--- src/rtl/pool_pkg.sv ---
// Shared definitions for the pooling controller: word width, layer codes,
// per-layer output geometry and pooling window size.
package pool_pkg;

   localparam int DATSIZE = 22;

   localparam logic [3:0] CODE_POOL1 = 4'b0011;
   localparam logic [3:0] CODE_POOL2 = 4'b0101;
   localparam logic [3:0] CODE_POOL3 = 4'b0111;

   // Number of buffer reads per output (each read returns a horizontal pair).
   localparam int RD_2X2 = 2;
   localparam int RD_4X4 = 8;

   localparam logic [2:0] ST_IDLE  = 3'd0;
   localparam logic [2:0] ST_READ  = 3'd1;
   localparam logic [2:0] ST_WAIT  = 3'd2;
   localparam logic [2:0] ST_WRITE = 3'd3;
   localparam logic [2:0] ST_DONE  = 3'd4;

   typedef struct packed {
      logic       valid;
      logic       win4;
      logic [5:0] c_last;
      logic [3:0] y_last;
      logic [3:0] x_last;
   } layer_cfg_t;

   function automatic layer_cfg_t layer_cfg(input logic [3:0] code);
      layer_cfg_t cfg;
      cfg = '0;
      case (code)
         CODE_POOL1: cfg = '{valid: 1'b1, win4: 1'b0, c_last: 6'd15, y_last: 4'd15, x_last: 4'd15};
         CODE_POOL2: cfg = '{valid: 1'b1, win4: 1'b0, c_last: 6'd31, y_last: 4'd7,  x_last: 4'd7};
         CODE_POOL3: cfg = '{valid: 1'b1, win4: 1'b1, c_last: 6'd63, y_last: 4'd1,  x_last: 4'd1};
         default:    cfg = '0;
      endcase
      return cfg;
   endfunction

endpackage

--- src/rtl/pool_max_reduce.sv ---
// Signed 3-input max of the running register and both halves of a returned
// word pair; load ignores the register so the first return of an output seeds it.
module pool_max_reduce
   import pool_pkg::*;
#(
   parameter int W = 22
) (
   input  logic [W-1:0] cur,
   input  logic [W-1:0] lo,
   input  logic [W-1:0] hi,
   input  logic         load,
   output logic [W-1:0] result
);

   logic signed [W-1:0] cur_s;
   logic signed [W-1:0] lo_s;
   logic signed [W-1:0] hi_s;
   logic signed [W-1:0] pair_max;

   assign cur_s = cur;
   assign lo_s  = lo;
   assign hi_s  = hi;

   // Pure comparisons, so the most negative value needs no special handling.
   always_comb begin
      pair_max = (lo_s > hi_s) ? lo_s : hi_s;
      result   = pair_max;
      if (!load && (cur_s > pair_max)) begin
         result = cur_s;
      end
   end

endmodule

--- src/rtl/pool_ctrl.sv ---
// Max-pooling pass controller: reads window pairs from the pool buffer, reduces
// them and writes one result per output. Optional macro POOL_RELU_EN clamps results at 0.
module pool_ctrl #(
   parameter int DATSIZE = pool_pkg::DATSIZE
) (
   input  logic                   clk,
   input  logic                   rst,
   input  logic                   start,
   input  logic [3:0]             state,
   output logic                   busy,
   output logic                   done,
   output logic                   pb_read_en,
   output logic [3:0]             pb_read_y,
   output logic [3:0]             pb_read_x,
   output logic [5:0]             pb_read_c,
   output logic                   pb_read_updown,
   input  logic [2*DATSIZE-1:0]   pb_read_data,
   output logic                   cb_write_en,
   output logic [4:0]             cb_write_y,
   output logic [4:0]             cb_write_x,
   output logic [5:0]             cb_write_c,
   output logic [DATSIZE-1:0]     cb_write_data,
   output logic [2:0]             dbg_state
);
   import pool_pkg::*;

   logic [2:0]         st_q, st_d;
   layer_cfg_t         start_cfg;
   logic               win4_q;
   logic [5:0]         c_last_q;
   logic [3:0]         y_last_q, x_last_q;
   logic [5:0]         oc_q;
   logic [3:0]         oy_q, ox_q;
   logic [2:0]         k_q;
   logic [DATSIZE-1:0] max_q, max_d, wr_val;
   logic               rd_vld_q, rd_first_q;
   logic               rd_en, wr_en, k_last, last_out;

   assign start_cfg = layer_cfg(state);
   assign rd_en     = (st_q == ST_READ);
   assign wr_en     = (st_q == ST_WRITE);
   assign k_last    = win4_q ? (k_q == 3'(RD_4X4 - 1)) : (k_q == 3'(RD_2X2 - 1));
   assign last_out  = (oc_q == c_last_q) && (oy_q == y_last_q) && (ox_q == x_last_q);

   always_comb begin
      st_d = st_q;
      case (st_q)
         ST_IDLE:  if (start) st_d = start_cfg.valid ? ST_READ : ST_DONE;
         ST_READ:  if (k_last) st_d = ST_WAIT;
         ST_WAIT:  st_d = ST_WRITE;
         ST_WRITE: st_d = last_out ? ST_DONE : ST_READ;
         ST_DONE:  st_d = ST_IDLE;
         default:  st_d = ST_IDLE;
      endcase
   end

   // Read handshake: no backpressure; every cycle with pb_read_en high gets its
   // pair on pb_read_data exactly one cycle later, tracked by rd_vld_q/rd_first_q.
   always_ff @(posedge clk) begin
      if (rst) begin
         st_q       <= ST_IDLE;
         win4_q     <= 1'b0;
         c_last_q   <= '0;
         y_last_q   <= '0;
         x_last_q   <= '0;
         oc_q       <= '0;
         oy_q       <= '0;
         ox_q       <= '0;
         k_q        <= '0;
         max_q      <= '0;
         rd_vld_q   <= 1'b0;
         rd_first_q <= 1'b0;
      end else begin
         st_q       <= st_d;
         rd_vld_q   <= rd_en;
         rd_first_q <= rd_en && (k_q == 3'd0);
         if (rd_vld_q) begin
            max_q <= max_d;
         end
         case (st_q)
            ST_IDLE: begin
               if (start) begin
                  win4_q   <= start_cfg.win4;
                  c_last_q <= start_cfg.c_last;
                  y_last_q <= start_cfg.y_last;
                  x_last_q <= start_cfg.x_last;
                  oc_q     <= '0;
                  oy_q     <= '0;
                  ox_q     <= '0;
                  k_q      <= '0;
               end
            end
            ST_READ: k_q <= k_last ? 3'd0 : k_q + 3'd1;
            ST_WRITE: begin
               if (last_out) begin
                  oc_q <= '0;
                  oy_q <= '0;
                  ox_q <= '0;
               end else if (ox_q != x_last_q) begin
                  ox_q <= ox_q + 4'd1;
               end else begin
                  ox_q <= '0;
                  if (oy_q != y_last_q) begin
                     oy_q <= oy_q + 4'd1;
                  end else begin
                     oy_q <= '0;
                     oc_q <= oc_q + 6'd1;
                  end
               end
            end
            default: ;
         endcase
      end
   end

   pool_max_reduce #(.W(DATSIZE)) u_reduce (
      .cur    (max_q),
      .lo     (pb_read_data[DATSIZE-1:0]),
      .hi     (pb_read_data[2*DATSIZE-1:DATSIZE]),
      .load   (rd_first_q),
      .result (max_d)
   );

`ifdef POOL_RELU_EN
   assign wr_val = max_q[DATSIZE-1] ? '0 : max_q;
`else
   assign wr_val = max_q;
`endif

   // Address outputs are forced to 0 whenever their enable is low.
   always_comb begin
      pb_read_y      = '0;
      pb_read_x      = '0;
      pb_read_c      = '0;
      pb_read_updown = 1'b0;
      if (rd_en) begin
         pb_read_c = oc_q;
         if (win4_q) begin
            pb_read_y      = {oy_q[2:0], k_q[2]};
            pb_read_x      = {ox_q[2:0], k_q[0]};
            pb_read_updown = k_q[1];
         end else begin
            pb_read_y      = oy_q;
            pb_read_x      = ox_q;
            pb_read_updown = k_q[0];
         end
      end
   end

   assign pb_read_en    = rd_en;
   assign cb_write_en   = wr_en;
   assign cb_write_y    = wr_en ? {1'b0, oy_q} : 5'd0;
   assign cb_write_x    = wr_en ? {1'b0, ox_q} : 5'd0;
   assign cb_write_c    = wr_en ? oc_q : 6'd0;
   assign cb_write_data = wr_en ? wr_val : '0;
   assign busy          = (st_q == ST_READ) || (st_q == ST_WAIT) || (st_q == ST_WRITE);
   assign done          = (st_q == ST_DONE);
   assign dbg_state     = st_q;

endmodule
--- config.mk ---
export PLATFORM = sky130hd
export DESIGN_NAME = pool_ctrl
export DESIGN_NICKNAME = d
export VERILOG_FILES = /design/src/rtl/pool_pkg.sv /design/src/rtl/pool_max_reduce.sv /design/src/rtl/pool_ctrl.sv
export SDC_FILE = /design/constraint.sdc
export NUM_CORES = 1
export LEC_CHECK = 0
export ABC_AREA = 1
export CAP_MARGIN = 15
export CORE_MARGIN = 3
export CORE_UTILIZATION = 52
export DETAILED_ROUTE_END_ITERATION = 16
export PLACE_DENSITY = 0.81
export SLEW_MARGIN = 40
export SYNTH_ARGS = -nofsm -noshare
export SYNTH_HDL_FRONTEND = slang
export SYNTH_SLANG_ARGS = --single-unit
--- constraint.sdc ---
create_clock -name clk -period 3.6 [get_ports clk]
set_clock_uncertainty 0.1 [all_clocks]
set_input_delay 0.36 -clock clk [delete_from_list [all_inputs] [get_ports clk]]
set_output_delay 0.36 -clock clk [all_outputs]
set_load 0.02 [all_outputs]
# Word-level counts from Yosys, hierarchy flattened
# Cells that the tools add are included.
dict set report word_totals {
  reg_bits 59
  in_bits 51
  word_cells 90
  ramBits 0
  rom_bits 0
  out_inout_bits 60
  n_memories 0
  latchBits 0
}
dict set report op_classes {
  n_eq_ne 18
  n_mux 35
  n_div 0
  reduce_logical 18
  n_bitwise 1
  shift 0
  order_cmp 2
  add_sub_neg 4
  multipliers 0
}
# operator n
set ops {}
lappend ops {{2-to-1 mux 4 bit} 12}
lappend ops {{case mux 16 bit (3 select lines)} 1}
lappend ops {{> comparator 22 bit} 2}
lappend ops {{2-to-1 mux 22 bit} 2}
lappend ops {{2-to-1 mux 6 bit} 6}
lappend ops {{2-to-1 mux 3 bit} 6}
lappend ops {{case mux 4 bit (2 select lines)} 2}
lappend ops {{case mux 3 bit (4 select lines)} 1}
lappend ops {{case mux 6 bit (2 select lines)} 1}
lappend ops {{AND reduction 2 bit} 5}
lappend ops {{adder 4 x 1 -> 4 bit, second input constant} 2}
lappend ops {{== test 4 x 3 -> 1 bit, second input constant} 2}
lappend ops {{== test 4 bit} 2}
lappend ops {{!= test 4 bit} 2}
lappend ops {{adder 6 x 1 -> 6 bit, second input constant} 1}
lappend ops {{== test 3 x 1 -> 1 bit, second input constant} 2}
lappend ops {{== test 3 x 2 -> 1 bit, second input constant} 2}
lappend ops {{== test 3 bit, second input constant} 2}
lappend ops {{== test 6 bit} 1}
lappend ops {{zero test 3 bit} 2}
lappend ops {{!= test 3 bit, second input constant} 2}
lappend ops {{case mux 3 bit (2 select lines)} 1}
lappend ops {{== test 4 x 2 -> 1 bit, second input constant} 1}
lappend ops {{logical AND 1 bit} 4}
lappend ops {{other kinds (10)} 14}

# Depth between registers and ports, before layout
dict set report logic_depth {
  ltp_word 6
  mapped_depth 32
  depth_no_buf 30
}

# Cells and area by module
# From an unflattened synthesis, not the netlist that was laid out.
dict set report unflattened {
  cells_unflattened 753
  hier_area_um2 4668.2
}
# mod area_per_inst_um2 seq_area_each_um2 n_inst cells_each
set modules_own_cells {}
lappend modules_own_cells {pool_ctrl 2578.7 980.9 1 392}
lappend modules_own_cells {pool_max_reduce 2089.5 0.0 1 361}

# Least setup slack after synthesis
# No wires, ideal clock.
dict set report synth_timing {
  path_kind {input to register}
  startpoint {input pb_read_data[43]}
  endpoint {register max_q[15]}
  slack_ps 291
  arrival_time_ps 3098
  setup_time_ps 111
  required_time_ps 3389
  stages 26
  path_buffers 2
  cell_sequence {inv_1 > ha_1 > nand2_2 > inv_1 > nand2_1 > nand3_1 > nor2_1 > nand4_1 > nand2_4 > buf_12 > nand3_2 > nand2_2 > inv_1 > ha_1 > nand2_2 > nor2_2 > nand2_2 > nor2_2 > nand2_1 > nand4_1 > nand3_2 > nand2_4 > buf_6 > nand2_1 > nand2_1 > nor2_2}
}
dict set report synth_via {
  elab_chain_cells 6
}
# item line_no
set synth_lines {}
lappend synth_lines {{start, declared} pool_ctrl.sv:17} ;# input logic [2*DATSIZE-1:0] pb_read_data,
lappend synth_lines {{> comparator 22 bit} pool_max_reduce.sv:26} ;# pair_max = (lo_s > hi_s) ? lo_s : hi_s;
lappend synth_lines {{2-to-1 mux 22 bit (*)} pool_max_reduce.sv:26}
lappend synth_lines {{> comparator 22 bit} pool_max_reduce.sv:28} ;# if (!load && (cur_s > pair_max)) begin
lappend synth_lines {{logical AND 1 bit} pool_max_reduce.sv:28}
lappend synth_lines {{NOT 1 bit (no source line)} n/a}
lappend synth_lines {{AND reduction 2 bit (no source line)} n/a}
lappend synth_lines {{end signal, assigned} pool_ctrl.sv:78} ;# max_q <= max_d;
lappend synth_lines {{end, declared} pool_ctrl.sv:35} ;# logic [DATSIZE-1:0] max_q, max_d, wr_val;
# Every way passes the cells marked *; elsewhere a longest branch is shown, timed or not.
# A chain may end at the register's enable or synchronous reset.

# Final worst setup path
dict set report layout_timing {
  startpoint {input pb_read_data[34]}
  endpoint {register max_q[14]}
}
# The elaborated chain is that of the path after synthesis.

==> results.py <==
metrics = {
    "status": {
        "outcome": "finished, violations left",
        "failing_checks": "setup timing",
    },
    "timing": {
        "unrepaired_setup_endpoints_after_global_routing": "yes",
        "timing.final.hold_violations": 0,
        "timing.hold.ws_ns": 0.449,
        "timing.final.crit_share_pct": 111,
        "final_period_minus_worst_setup_slack_ns": 4.01,
        "max_slew_margin_pct": 45.2,
        "max_freq_mhz": 250,
        "postLayoutSetupSlackWorst_ns": -0.407,
        "slew_violations": 0,
        "final-setup-viol-count": 22,
        "worstMarginPinSlew_ns": 0.822,
    },
    "synth": {
        "synth_fa_ha_area_share_pct": 12.9,
        "yosysWarningCount": 0,
        "synth_top_cell_by_area": "dfxtp_1",
        "post_synth.cell_area_avg_sq_um": 6.56,
        "number_of_different_library_cells_in_the_post_synthesis_netlist": 41,
        "ys_async_sr_fraction_pct": 0,
        "postSynthCellCount": 724,
        "muxShareOfSynthArea_pct": 0,
        "synth.top_cell.area_share_pct": 20.7,
        "synthesis.area_sq_um": 4750,
        "synth_simple_gate_area_share_pct": 43.0,
        "seq_area_frac_synth_pct": 20.7,
        "postSynthRegisterBits": 49,
        "yosys_most_used_dff": "dfxtp_1",
        "share_of_the_synthesized_area_in_compound_gates_ao_oa_aoi_oai_pct": 7.09,
        "post_synth_xor_area_fraction_pct": 1.29,
        "synth.top_cells.by_area": "dfxtp_1, ha_1, nand2_1",
        "number_of_flops_mapped_to_enable_cells_by_yosys": 0,
        "dominant_combinational_cell_family_by_area_after_synthesis": "simple AND/OR/NAND/NOR gates",
    },
    "global_routing": {
        "overflow": 0,
        "antenna_found_initial": 0,
        "first_global_vias": 6010,
        "grt_max_degree": 40,
        "grt_first_pass_wirelength_um": 27800,
        "track_usage_pct": 33.6,
    },
    "critical_path": {
        "crit_path_start_kind": "input pin",
        "worst_path_dominant_cell_family": "simple AND/OR/NAND/NOR gates",
        "buffering_stage_count_on_the_worst_path_with_inverters_included": 8,
        "worstSetupEndpointType": "flip-flop",
        "worst-endpoint-arrival_ns": 4.19,
        "timing_worst_setup_path_type": "input pin to flip-flop",
        "worst-path-stages": 26,
        "ff2ff_path_depth": 10,
        "critical_path_required_ns": 3.78,
        "path_common_cell": "nand2_2",
        "worst_path_largest_cell_delay_ns": 0.33,
        "worstPathMaxFanout": 7,
        "slowest_stage": "a21oi_2",
    },
    "cts": {
        "max-clock-path-buffers": 2,
        "cts-buffers-inserted": 5,
        "clock_latency_ns": 0.34,
        "clk_pin_slew_worst_paths_ns": 0.12,
        "htree_levels": 2,
        "cts.sinks": 49,
        "tritoncts": "done",
        "post_cts_hold_buffer_count": 0,
        "clockRootBuffer": "clkbuf_8",
    },
    "placed_design": {
        "hpwl_um": 10200,
        "port_buffers": 108,
        "dpl.cell_count": 1001,
        "gpl.final_weighted_congestion": 0.974,
    },
    "drt": {
        "first_pass_iteration_count_of_the_detailed_router": 6,
        "wire_per_inst_um": 23.4,
        "vias": 6607,
        "route.antenna.remaining_nets": 0,
        "remaining_drc_errors": 0,
        "vias_per_cell": 6.35,
        "dr.first_iter.drc_count": 1002,
        "drt-total-wl_um": 24400,
    },
    "floorplanning": {
        "placeableCoreArea_sq_um": 8810,
        "core.rowCount": 34,
        "design.die.area_sq_um": 10300,
        "initial_core_util_pct": 53.9,
        "die_x_um": 102,
        "die_y_um": 102,
        "io_pins": 111,
    },
    "cells_and_area": {
        "layout_commonest_cell": "nand2_1",
        "area_used_by_multi_input_combinational_logic_sq_um": 4070,
        "n_antenna_cell": 0,
        "regArea_sq_um": 981,
        "area_delta_synth_final_pct": 63.2,
        "filler_cell_count": 356,
        "final-instance-count-excl-fill": 1041,
        "finish.utilization_pct": 88.0,
        "nNetsFinal": 1032,
        "drive_gt1_share_pct": 47.5,
        "most-common-layout-cells": "nand2_1, buf_4, inv_1",
    },
    "power_and_ir_drop": {
        "total_leakage_power_nw": 3.57,
        "power_density_nw_per_um2": 324,
        "vdd_ir_max_mv": 0.253,
    },
    "min_path": {
        "hold_path_depth": 2,
        "timing.hold.worst.class": "flip-flop to flip-flop",
    },
    "job": {
        "maxCapViolCount": 0,
    },
}
cell usage after synthesis, types with 10 or more instances:
master and count:
nor2_1 90, nand2_2 51, ha_1 49, dfxtp_1 49, nor2_2 47, nand2_1 153, inv_1 125, a211oi_1 10
nand3_2 24, nand3_1 13, a21oi_1 32
metal layers:
layer / vias to the layer above / routed length, um / GRT usage, %
li1: 2645 / - / -
met1: 2997 / 7860 / 38.2
met2: 664 / 10900 / 60.1
met3: 301 / 2760 / 5.72
met4: 0 / 2840 / 17.1
met5: - / 0 / 0
power by group:
group,switching [W],internal (W),total (W)
logic,0.000830,0.000579,0.00141
registers,0.0000637,0.000580,0.000643
clock network,0.000234,0.000227,0.000461
registers in the layout (all words and copies together) (netlist names):
register / count
rd_vld_q: 1
rd_first_q: 1
c_last_q: 2
oc_q: 6
k_q: 3
ox_q: 4
win4_q: 1
y_last_q: 2
max_q: 22
dbg_state: 3
oy_q: 4
through the flow:
step / setup TNS, ns / setup WS [ns] / power, W / cell area [sq um]
global placement: -6.17 / -0.305 / 0.00147 / 6430
global route: -9.35 / -0.497 / 0.00259 / 7750
floorplan: 0 / 0.291 / 0.00119 / 4750
finish: -6.82 / -0.407 / 0.00251 / 7750
detailed placement: -9.79 / -0.497 / 0.00151 / 6430
CTS: 0 / 0.0411 / 0.00208 / 7220
worst reg2reg max path, cell delays in order, from the launching register on:
cell and delay (ns):
dfxtp_1 0.46, inv_2 0.08, nor3_4 0.30, inv_2 0.39, nand2_4 0.24, nand2_4 0.12
nor2_8 0.17, inv_4 0.08, nor2_1 0.23, nor2_1 0.10, nor3_1 0.17
worst paths after layout:
path | from | slack (ns) | endpoint
setup reg to reg | dbg_state[0] | 1.09 | oc_q[3]
hold reg to reg | c_last_q[4] | 0.45 | c_last_q[4]
hold / removal | c_last_q[4] | 0.45 | c_last_q[4]
setup / recovery | pb_read_data[34] | -0.41 | max_q[14]
final cells by class:
type,count,share of cell area (%)
multi-input combinational,522,52.6
clock inverter,2,0.485
timing repair buffer,222,25.1
inverter,132,6.43
tap,108,1.74
sequential,49,12.7
clock buffer,6,1.07
cells by family (layout without fill, tap and decap cells):
group | after synthesis | after routing
DFF | 49 | 49
and+or+nand+nor | 405 | 405
adders and majority gates | 49 | 49
other | 1 | 2
AOI/OAI and AO/OA | 59 | 59
xor gates and xnor gates | 7 | 7
buffers and inverters | 154 | 362
timing repair:
action	in CTS	in global routing
gates resized for setup	133	228
hold endpoints to repair	0	0
pin swaps	24	101
cloned	8	0
endpoints found under the setup margin	22	22
setup buffers	14	14
No activity file was read; power rests on OpenSTA's default activity.
